===== src/rtl/qed_replay_if.sv =====
// Instruction handshake bundle for qed_replay_buffer: the fetch side in, and the
// decoder side out. The master modport is the buffer's view and the slave modport is the environment's view.
interface qed_replay_if #(
   parameter int IW = 32
);
   logic [IW-1:0] ifu_instruction;
   logic          ifu_valid;
   logic          ifu_ready;
   logic [IW-1:0] ifu_qed_instruction;
   logic          qed_valid;
   logic          qed_ready;
   logic          qed_dup;

   modport master (
      input  ifu_instruction, ifu_valid, qed_ready,
      output ifu_ready, ifu_qed_instruction, qed_valid, qed_dup
   );

   modport slave (
      output ifu_instruction, ifu_valid, qed_ready,
      input  ifu_ready, ifu_qed_instruction, qed_valid, qed_dup
   );
endinterface


===== src/rtl/qed_replay_buffer.sv =====
// SQED instruction source: forwards and captures originals, then replays them as tagged duplicates.
// Optional QED_OPCODE_FILTER_EN: only I/R-type ALU ops are captured; all other ops go out as NOP.
module qed_replay_buffer #(
   parameter int DEPTH = 16,
   parameter int IW    = 32
) (
   input  logic                     clk,
   input  logic                     rst_n,
   input  logic                     qed_ena,
   input  logic                     qed_flush,
   qed_replay_if.master             bus,
   output logic                     qed_mode,
   output logic [$clog2(DEPTH):0]   qed_count
);

   localparam int PW = $clog2(DEPTH);
   localparam int CW = PW + 1;
   localparam logic [CW-1:0] FULL_CNT = CW'(DEPTH);

   typedef enum logic {
      MODE_ORIG = 1'b0,
      MODE_DUP  = 1'b1
   } mode_e;

`ifdef QED_OPCODE_FILTER_EN
   localparam logic [6:0]    OPC_I     = 7'b0010011;
   localparam logic [6:0]    OPC_R     = 7'b0110011;
   localparam logic [IW-1:0] NOP_INSTR = IW'(32'h0000_0013);
`endif

   mode_e          mode_q, mode_d;
   logic           out_valid_q, out_valid_d;
   logic [IW-1:0]  out_instr_q, out_instr_d;
   logic           out_dup_q, out_dup_d;
   logic [CW-1:0]  count_q, count_d;
   logic [PW-1:0]  wr_ptr_q, wr_ptr_d;
   logic [PW-1:0]  rd_ptr_q, rd_ptr_d;
   logic [IW-1:0]  fifo_mem [DEPTH];

   logic           load_en;
   logic           full;
   logic           empty;
   logic           ifu_ready_c;
   logic           accept;
   logic           keep;
   logic [IW-1:0]  fwd_instr;
   logic           push;
   logic           pop;

   // NOTE: every signal driven here gets a value before any condition, so no latch is inferred.
   always_comb begin
      load_en     = !out_valid_q || bus.qed_ready;
      full        = (count_q == FULL_CNT);
      empty       = (count_q == '0);
      ifu_ready_c = load_en && (mode_q == MODE_ORIG) && !(qed_ena && full);
      accept      = bus.ifu_valid && ifu_ready_c;
`ifdef QED_OPCODE_FILTER_EN
      keep      = (bus.ifu_instruction[6:0] == OPC_I) || (bus.ifu_instruction[6:0] == OPC_R);
      fwd_instr = (qed_ena && !keep) ? NOP_INSTR : bus.ifu_instruction;
`else
      keep      = 1'b1;
      fwd_instr = bus.ifu_instruction;
`endif
      push = accept && qed_ena && keep;
      pop  = (mode_q == MODE_DUP) && load_en && !empty;
   end

   always_comb begin
      mode_d      = mode_q;
      out_valid_d = out_valid_q;
      out_instr_d = out_instr_q;
      out_dup_d   = out_dup_q;
      count_d     = count_q + CW'(push) - CW'(pop);
      wr_ptr_d    = push ? wr_ptr_q + PW'(1) : wr_ptr_q;
      rd_ptr_d    = pop  ? rd_ptr_q + PW'(1) : rd_ptr_q;

      if (mode_q == MODE_ORIG) begin
         if (accept) begin
            out_valid_d = 1'b1;
            out_instr_d = fwd_instr;
            out_dup_d   = 1'b0;
         end else if (load_en) begin
            out_valid_d = 1'b0;
         end
         // Switch once the FIFO fills, or on flush if anything (including this push) is held.
         if (qed_ena && ((push && count_d == FULL_CNT) || (qed_flush && count_d != '0))) begin
            mode_d = MODE_DUP;
         end
      end else begin
         // qed_ena is deliberately ignored here so every original gets its duplicate.
         if (pop) begin
            out_valid_d = 1'b1;
            out_instr_d = fifo_mem[rd_ptr_q];
            out_dup_d   = 1'b1;
            if (count_d == '0) begin
               mode_d = MODE_ORIG;
            end
         end else if (load_en) begin
            out_valid_d = 1'b0;
         end
      end
   end

   // NOTE: sequential state uses non-blocking assignments so all flops update together at the edge.
   always_ff @(posedge clk or negedge rst_n) begin
      if (!rst_n) begin
         mode_q      <= MODE_ORIG;
         out_valid_q <= 1'b0;
         out_instr_q <= '0;
         out_dup_q   <= 1'b0;
         count_q     <= '0;
         wr_ptr_q    <= '0;
         rd_ptr_q    <= '0;
      end else begin
         mode_q      <= mode_d;
         out_valid_q <= out_valid_d;
         out_instr_q <= out_instr_d;
         out_dup_q   <= out_dup_d;
         count_q     <= count_d;
         wr_ptr_q    <= wr_ptr_d;
         rd_ptr_q    <= rd_ptr_d;
      end
   end

   // NOTE: storage has no reset; resetting the pointers and count is enough to discard its contents.
   always_ff @(posedge clk) begin
      if (push) begin
         fifo_mem[wr_ptr_q] <= bus.ifu_instruction;
      end
   end

   assign bus.ifu_ready           = ifu_ready_c;
   assign bus.ifu_qed_instruction = out_instr_q;
   assign bus.qed_valid           = out_valid_q;
   assign bus.qed_dup             = out_dup_q;
   assign qed_mode                = mode_q;
   assign qed_count               = count_q;

endmodule


===== src/flat_wrapper.sv =====
// flat-port wrapper written by rule: the top's interface ports become plain ports
module qed_replay_buffer_flat 
#(
   parameter int DEPTH = 16,
   parameter int IW    = 32
)
  (clk, rst_n, qed_ena, qed_flush, qed_mode, qed_count, bus_ifu_instruction, bus_ifu_valid, bus_qed_ready, bus_ifu_ready, bus_ifu_qed_instruction, bus_qed_valid, bus_qed_dup);
  qed_replay_if #(.IW(IW)) bus_i ();
  input  logic clk;
  input  logic rst_n;
  input  logic qed_ena;
  input  logic qed_flush;
  output logic qed_mode;
  output logic [$clog2(DEPTH):0] qed_count;
  input wire logic [$bits(bus_i.ifu_instruction)-1:0] bus_ifu_instruction;
  input wire logic [$bits(bus_i.ifu_valid)-1:0] bus_ifu_valid;
  input wire logic [$bits(bus_i.qed_ready)-1:0] bus_qed_ready;
  output wire logic [$bits(bus_i.ifu_ready)-1:0] bus_ifu_ready;
  output wire logic [$bits(bus_i.ifu_qed_instruction)-1:0] bus_ifu_qed_instruction;
  output wire logic [$bits(bus_i.qed_valid)-1:0] bus_qed_valid;
  output wire logic [$bits(bus_i.qed_dup)-1:0] bus_qed_dup;
  assign bus_i.ifu_instruction = bus_ifu_instruction;
  assign bus_i.ifu_valid = bus_ifu_valid;
  assign bus_i.qed_ready = bus_qed_ready;
  assign bus_ifu_ready = bus_i.ifu_ready;
  assign bus_ifu_qed_instruction = bus_i.ifu_qed_instruction;
  assign bus_qed_valid = bus_i.qed_valid;
  assign bus_qed_dup = bus_i.qed_dup;
  qed_replay_buffer #(.DEPTH(DEPTH), .IW(IW)) u_core (.clk(clk), .rst_n(rst_n), .qed_ena(qed_ena), .qed_flush(qed_flush), .bus(bus_i), .qed_mode(qed_mode), .qed_count(qed_count));
endmodule

===== config.mk =====
export PLATFORM = sky130hd
export DESIGN_NAME = qed_replay_buffer_flat
export DESIGN_NICKNAME = d
export VERILOG_FILES = /design/src/rtl/qed_replay_if.sv /design/src/rtl/qed_replay_buffer.sv /design/src/flat_wrapper.sv
export SDC_FILE = /design/constraint.sdc
export NUM_CORES = 1
export LEC_CHECK = 0
export BUFFER_PORTS_ARGS = -buffer_cell sky130_fd_sc_hd__buf_4
export CAP_MARGIN = 10
export CORE_MARGIN = 2
export CORE_UTILIZATION = 25
export CTS_CLUSTER_DIAMETER = 30
export DETAILED_ROUTE_END_ITERATION = 16
export SLEW_MARGIN = 25
export SYNTH_ARGS = -nofsm -noshare
export SYNTH_HDL_FRONTEND = slang
export SYNTH_SLANG_ARGS = --single-unit

===== constraint.sdc =====
create_clock -name clk -period 5.6 [get_ports clk]
set_input_delay 0.28 -clock clk [delete_from_list [all_inputs] [get_ports clk]]
set_output_delay 0.28 -clock clk [all_outputs]
set_load 0.005 [all_outputs]

==> flow_metrics.env, run 1 <==
export IMPL_synth_nets=1079
export IMPL_hold_class="primary input to register"
export IMPL_core_area_um2=85100
export IMPL_p_leak_nw=9.04
export IMPL_grt_max_degree=66
export IMPL_initial_core_util_pct=25.2
export IMPL_path_clk_slew_ns=0.05
export IMPL_fp_dieH_um=297
export IMPL_yosysUniqueCellTypes=37
export IMPL_htree_levels=3
export IMPL_setup_tns_final_ns=0
export IMPL_worst_setup_path_end_kind="register"
export IMPL_yosys_area_top_type="edfxtp_1"
export IMPL_finalWirelength_um=48300
export IMPL_finalSetupViolations=0
export IMPL_crit_chain="inv_1 > ha_1 > nor3b_1 > and3_1 > nor4_4 > ha_1 > fa_1 > nor3_1 > inv_1 > o41ai_1 > o21ai_1 > dlygate4sd3_1"
export IMPL_fmax_mhz=260
export IMPL_nets=1262
export IMPL_grt_pass1_wl_um=73400
export IMPL_cp_slowest_stage_delay_ns=0.61
export IMPL_cap_violations=0
export IMPL_multiInputGateArea_um2=4630
export IMPL_ir_worst_vdd_uv=377
export IMPL_die_area_um2=88300
export IMPL_diodes=0
export IMPL_path_buf_inv=3
export IMPL_cp_slowest_cell="nor4_4"
export IMPL_yosysWarnings=0
export IMPL_port_buffers=78
export IMPL_grt_use_total_pct=10.8
export IMPL_firstDrtPassIters=5
export IMPL_dp_hpwl_um=26600
export IMPL_wire_per_inst_um=19.7
export IMPL_worstPathMaxFanout=11
export IMPL_drt_initial_drc_count=801
export IMPL_via_per_inst=4.40
export IMPL_synth_edf_count=512
export IMPL_worst_slew_pin_transition_ns=1.06
export IMPL_max_slew_margin_rel_pct=29.1
export IMPL_clock_latency_ns=0.64
export IMPL_hold_ws_ns=0.128
export IMPL_hold_viol_final=0
export IMPL_outcome="complete, no violations"
export IMPL_final_core_util_pct=32.4
export IMPL_clockBufferDepth=3
export IMPL_synth_area_leaders="edfxtp_1, mux4_2, dfrtp_1"
export IMPL_synth_main_ff_cell="edfxtp_1"
export IMPL_cts_resized_gates=0
export IMPL_holdBufCountCts=35
export IMPL_critPathTopFamily="simple AND/OR/NAND/NOR gates"
export IMPL_io_pins=79
export IMPL_drive_above_1_share_pct=32.4
export IMPL_cts_buffers=111
export IMPL_finalCriticalPeriod_ns=3.84
export IMPL_fin_area_um2=27600
export IMPL_crit_path_start_kind="register"
export IMPL_grt_pass1_vias=11600
export IMPL_netlist_area_um2=21500
export IMPL_drv_slew=0
export IMPL_rows=107
export IMPL_crit_required_ns=6.10
export IMPL_syn_to_final_growth_pct=28.4
export IMPL_synth_top_area_share_pct=71.5
export IMPL_synth_seq_cells=560
export IMPL_cts_setup_buffers=0
export IMPL_via_count=10800
export IMPL_cp_arrival_ns=4.34
export IMPL_placed_cell_area_um2=23500
export IMPL_fillCellCount=8103
export IMPL_rsz0062_at_grt="false"
export IMPL_avgSynthCellArea_um2=20.9
export IMPL_grt_ovfl_total=0
export IMPL_async_flop_share_pct=8.57
export IMPL_register_area_um2=16600
export IMPL_critical_path_class="register to register"
export IMPL_cts_sinks=560
export IMPL_drc_errors=0
export IMPL_gp_congestion=0.736
export IMPL_dp_cells=2207
export IMPL_post_route_period_util_pct=68.6
export IMPL_syn_inst=1029
export IMPL_fin_skew_ns=0.0360
export IMPL_ys_seq_area_share_pct=77.1
export IMPL_ant_nets=0
export IMPL_antenna_found_initial=0
export IMPL_fin_cells=2452
export IMPL_power_density_nw_per_um2=535
export IMPL_cts_tree="yes"
export IMPL_die_w_um=297
export IMPL_root_buffer="clkbuf_16"
## cell usage after synthesis, types with 6 or more instances
master    count
xnor2_1       8
a21oi_1      99
nor2_1       33
edfxtp_1    512
clkbuf_1     30
buf_6         8
dfrtp_1      48
mux4_2      128
and2_1        9
and3_1        6
buf_2        19
ha_1         11
a22oi_1      64
inv_1        13
## stage by stage
| step | setup WS (ns) | power (mW) |
|---|---|---|
| floorplan | 1.18 | 7.28 |
| global placement | 2.21 | 8.29 |
| detailed placement | 2.05 | 8.40 |
| CTS | 1.48 | 14.9 |
| global route | 1.47 | 15.4 |
| finish | 1.76 | 14.8 |
## registers in the layout, indices dropped and copies added, names as in the netlist
signal,count
u_core.wr_ptr_q,4
u_core.bus.qed_dup,1
u_core.qed_count,5
u_core.bus.qed_valid,1
u_core.qed_mode,1
u_core.rd_ptr_q,4
u_core.bus.ifu_qed_instruction,32
u_core.fifo_mem,512
## logic make-up after synthesis
| kind of cell | synth area share [%] |
|---|---|
| buffers and inverters | 1.73 |
| adder cells (fa/ha/maj) | 0.733 |
| AO/OA/AOI/OAI | 4.83 |
| XOR/XNOR | 0.408 |
| multiplexers | 13.5 |
| flip-flops | 77.1 |
| AND/OR/NAND/NOR | 1.71 |
## power breakdown
group / switching [mW] / internal [mW]
combinational: 1.66 / 1.61
sequential: 0.279 / 4.78
clock: 2.19 / 4.25
total: 4.12 / 10.6
## final timing paths
path	from	to	slack (ns)	cells after the start
worst min-delay path	bus_qed_ready	u_core.bus.qed_valid	0.13	4
max in group asynchronous	rst_n	u_core.rd_ptr_q[0]	4.70	2
worst min register to register	u_core.bus.ifu_qed_instruction[2]	u_core.bus.ifu_qed_instruction[2]	0.53	2
min in group asynchronous	rst_n	u_core.bus.qed_valid	0.28	2
worst max register to register	u_core.qed_count[2]	u_core.qed_mode	1.76	12
worst max-delay path	u_core.qed_count[2]	u_core.qed_mode	1.76	12
## cells in the final DEF (no fill, tap or decap), types with 3 or more instances in the layout
cell	n
a21oi_1	98
a22oi_1	64
and2_2	7
and3_2	4
buf_12	3
buf_16	3
buf_4	89
bufinv_16	12
clkbuf_1	19
clkbuf_16	112
clkinv_1	16
clkinv_2	15
clkinv_4	7
clkinvlp_4	16
dfrtp_1	46
dlygate4sd3_1	35
edfxtp_1	512
ha_1	11
inv_1	12
inv_6	6
mux4_2	128
nand2_1	5
nor2_1	32
nor3b_2	5
o21ai_1	3
xnor2_1	8
## worst min-delay path, cell delays in order
cell     delay, ns
buf_4         0.08
nor2b_1       0.11
a21oi_4       0.14
or2_1         0.11
## cell type report
type,count,share of cell area [%]
tap,1144,5.19
sequential,560,60.1
timing repair buffer,130,4.21
inverter,14,0.190
clock buffer,132,10.5
multi-input combinational,395,16.8
clock inverter,77,3.07
## routing by layer
| layer | wire [um] | share of wire (%) | vias to the layer above | global-route usage, % |
|---|---|---|---|---|
| met4 | 932 | 1.9 | 0 | 3.10 |
| li1 | - | - | 4705 | - |
| met3 | 2200 | 4.6 | 76 | 2.62 |
| met5 | 0 | 0 | - | 0 |
| met2 | 22900 | 47 | 280 | 16.9 |
| met1 | 22300 | 46 | 5727 | 15.1 |
(Power assumes the default switching activity.)
==> run 2, diff against run 1 <==
- clock period: 5.6 -> 4 ns (I/O delays scaled with it)
==> flow_metrics.env, run 2 (same netlist as run 1, synthesis figures left out) <==
export IMPL_crit_required_ns=4.52
export IMPL_final_cell_mix="edfxtp_1, mux4_2, clkbuf_16"
export IMPL_cts_setup_buffers=0
export IMPL_cap_violations=0
export IMPL_ir_worst_vdd_uv=451
export IMPL_setup_slack_ns=0.322
export IMPL_cts_tree="yes"
export IMPL_fp_dieH_um=297
export IMPL_drive_above_1_share_pct=34.2
export IMPL_die_area_um2=88300
export IMPL_antenna_found_initial=3
export IMPL_gp_congestion=0.756
export IMPL_grt_use_total_pct=11.5
export IMPL_hold_viol_final=0
export IMPL_worstPathMaxFanout=11
export IMPL_worst_setup_path_end_kind="register"
export IMPL_multiInputGateArea_um2=4630
export IMPL_final_common_cell="edfxtp_1"
export IMPL_finalSetupViolations=0
export IMPL_ant_nets=0
export IMPL_drt_initial_drc_count=897
export IMPL_nets=1284
export IMPL_wire_per_inst_um=20.5
export IMPL_pre_cts_ws_ns=0.767
export IMPL_rows=107
export IMPL_cts_sinks=560
export IMPL_dp_hpwl_um=28600
export IMPL_placed_cell_area_um2=23700
export IMPL_grt_max_degree=65
export IMPL_io_pins=79
export IMPL_core_area_um2=85100
export IMPL_syn_to_final_growth_pct=29.7
export IMPL_grt_pass1_vias=11800
export IMPL_firstDrtPassIters=5
export IMPL_post_route_period_util_pct=91.9
export IMPL_worst_slew_pin_transition_ns=0.917
export IMPL_largest_register="u_core.fifo_mem"
export IMPL_finalCriticalPeriod_ns=3.68
export IMPL_grt_ovfl_total=0
export IMPL_finalWirelength_um=50700
export IMPL_initial_core_util_pct=25.2
export IMPL_via_count=11100
export IMPL_root_buffer="clkbuf_16"
export IMPL_cts_buffers=109
export IMPL_outcome="complete, no violations"
export IMPL_cp_arrival_ns=4.20
export IMPL_rsz0062_at_grt="false"
export IMPL_via_per_inst=4.47
export IMPL_htree_levels=3
export IMPL_clock_latency_ns=0.65
export IMPL_drc_errors=0
export IMPL_die_w_um=297
export IMPL_largest_register_ffs=512
export IMPL_grt_pass1_wl_um=76400
export IMPL_fmax_mhz=272
export IMPL_fin_skew_ns=0.0177
export IMPL_hold_class="primary input to register"
export IMPL_fillCellCount=8139
export IMPL_path_clk_slew_ns=0.04
export IMPL_p_leak_nw=9.23
export IMPL_clockBufferDepth=3
export IMPL_drv_slew=0
export IMPL_fin_area_um2=27900
export IMPL_register_area_um2=16600
export IMPL_max_slew_margin_rel_pct=38.9
export IMPL_power_density_nw_per_um2=751
export IMPL_crit_path_start_kind="register"
export IMPL_critical_path_class="register to register"
export IMPL_port_buffers=78
export IMPL_diodes=0
## run 2: changes by cell type in the layout (fill, tap and decap cells not counted), sizes merged
cell         previous run  this run
buf                    95       118
dlygate4sd3            35        36
clkinv                 41        38
bufinv                 12        17
clkinvlp               16        12
## run 2: area by class of cell
cell class | instances | area share, %
Clock buffer | 132 | 10.4
Timing Repair Buffer | 154 | 4.87
Sequential cell | 560 | 59.5
Clock inverter | 75 | 3.32
Multi-Input combinational cell | 395 | 16.6
Tap cell | 1144 | 5.13
Inverter | 14 | 0.188
## run 2: metrics by stage
| step | utilization, % | hold slack (ns) | cells | total power, mW | setup TNS [ns] |
|---|---|---|---|---|---|
| after floorplan | - | -0.0956 | 1029 | 10.2 | -53.27 |
| after global placement | 27.8 | 0.328 | 2231 | 11.7 | 0 |
| after detailed placement | 27.8 | 0.338 | 2231 | 11.8 | 0 |
| after CTS | 32.7 | 0.0805 | 2474 | 21.1 | 0 |
| after global routing | 32.8 | 0.125 | 2474 | 21.9 | 0 |
| final | 32.8 | 0.112 | 2474 | 20.9 | 0 |
## run 2: worst max-delay path: stages, from the launching register on
cell and delay [ns]:
dfrtp_1 0.40, inv_1 0.09, ha_1 0.15, nor3b_1 0.27, and3_1 0.25, nor4_2 0.06, buf_4 0.19, ha_1 0.24
fa_1 0.44, a21oi_1 0.16, o21bai_1 0.09, xnor2_1 0.19, o41ai_1 0.33, o21ai_1 0.11, dlygate4sd3_1 0.56
## run 2: power breakdown
| group | switching [mW] | internal, mW |
|---|---|---|
| Combinational | 2.33 | 2.22 |
| Sequential | 0.401 | 6.69 |
| Clock | 3.02 | 6.27 |
| Total | 5.75 | 15.2 |
## run 2: timing repair
action	4_1_cts	5_1_grt
endpoints found under the hold margin	577	0
resized for setup	0	2
setup endpoints to repair	0	1
hold buffers	36	0
## run 2: worst paths after layout
check / from / endpoint / slack (ns) / cells past startpoint
max in group asynchronous: rst_n / u_core.rd_ptr_q[1] / 3.16 / 2
min reg2reg: u_core.bus.ifu_qed_instruction[2] / u_core.bus.ifu_qed_instruction[2] / 0.52 / 2
max: u_core.qed_count[2] / u_core.qed_mode / 0.32 / 14
max reg2reg: u_core.qed_count[2] / u_core.qed_mode / 0.32 / 14
min in group asynchronous: rst_n / u_core.bus.qed_valid / 0.21 / 2
min: bus_ifu_valid / u_core.wr_ptr_q[1] / 0.11 / 5
## run 2: per-layer routing
| metal | global-route usage, % | share of wire, % |
|---|---|---|
| met1 | 15.9 | 45 |
| met2 | 17.7 | 47 |
| met3 | 2.91 | 6.3 |
| met4 | 3.54 | 2.0 |
| met5 | 0 | 0.067 |
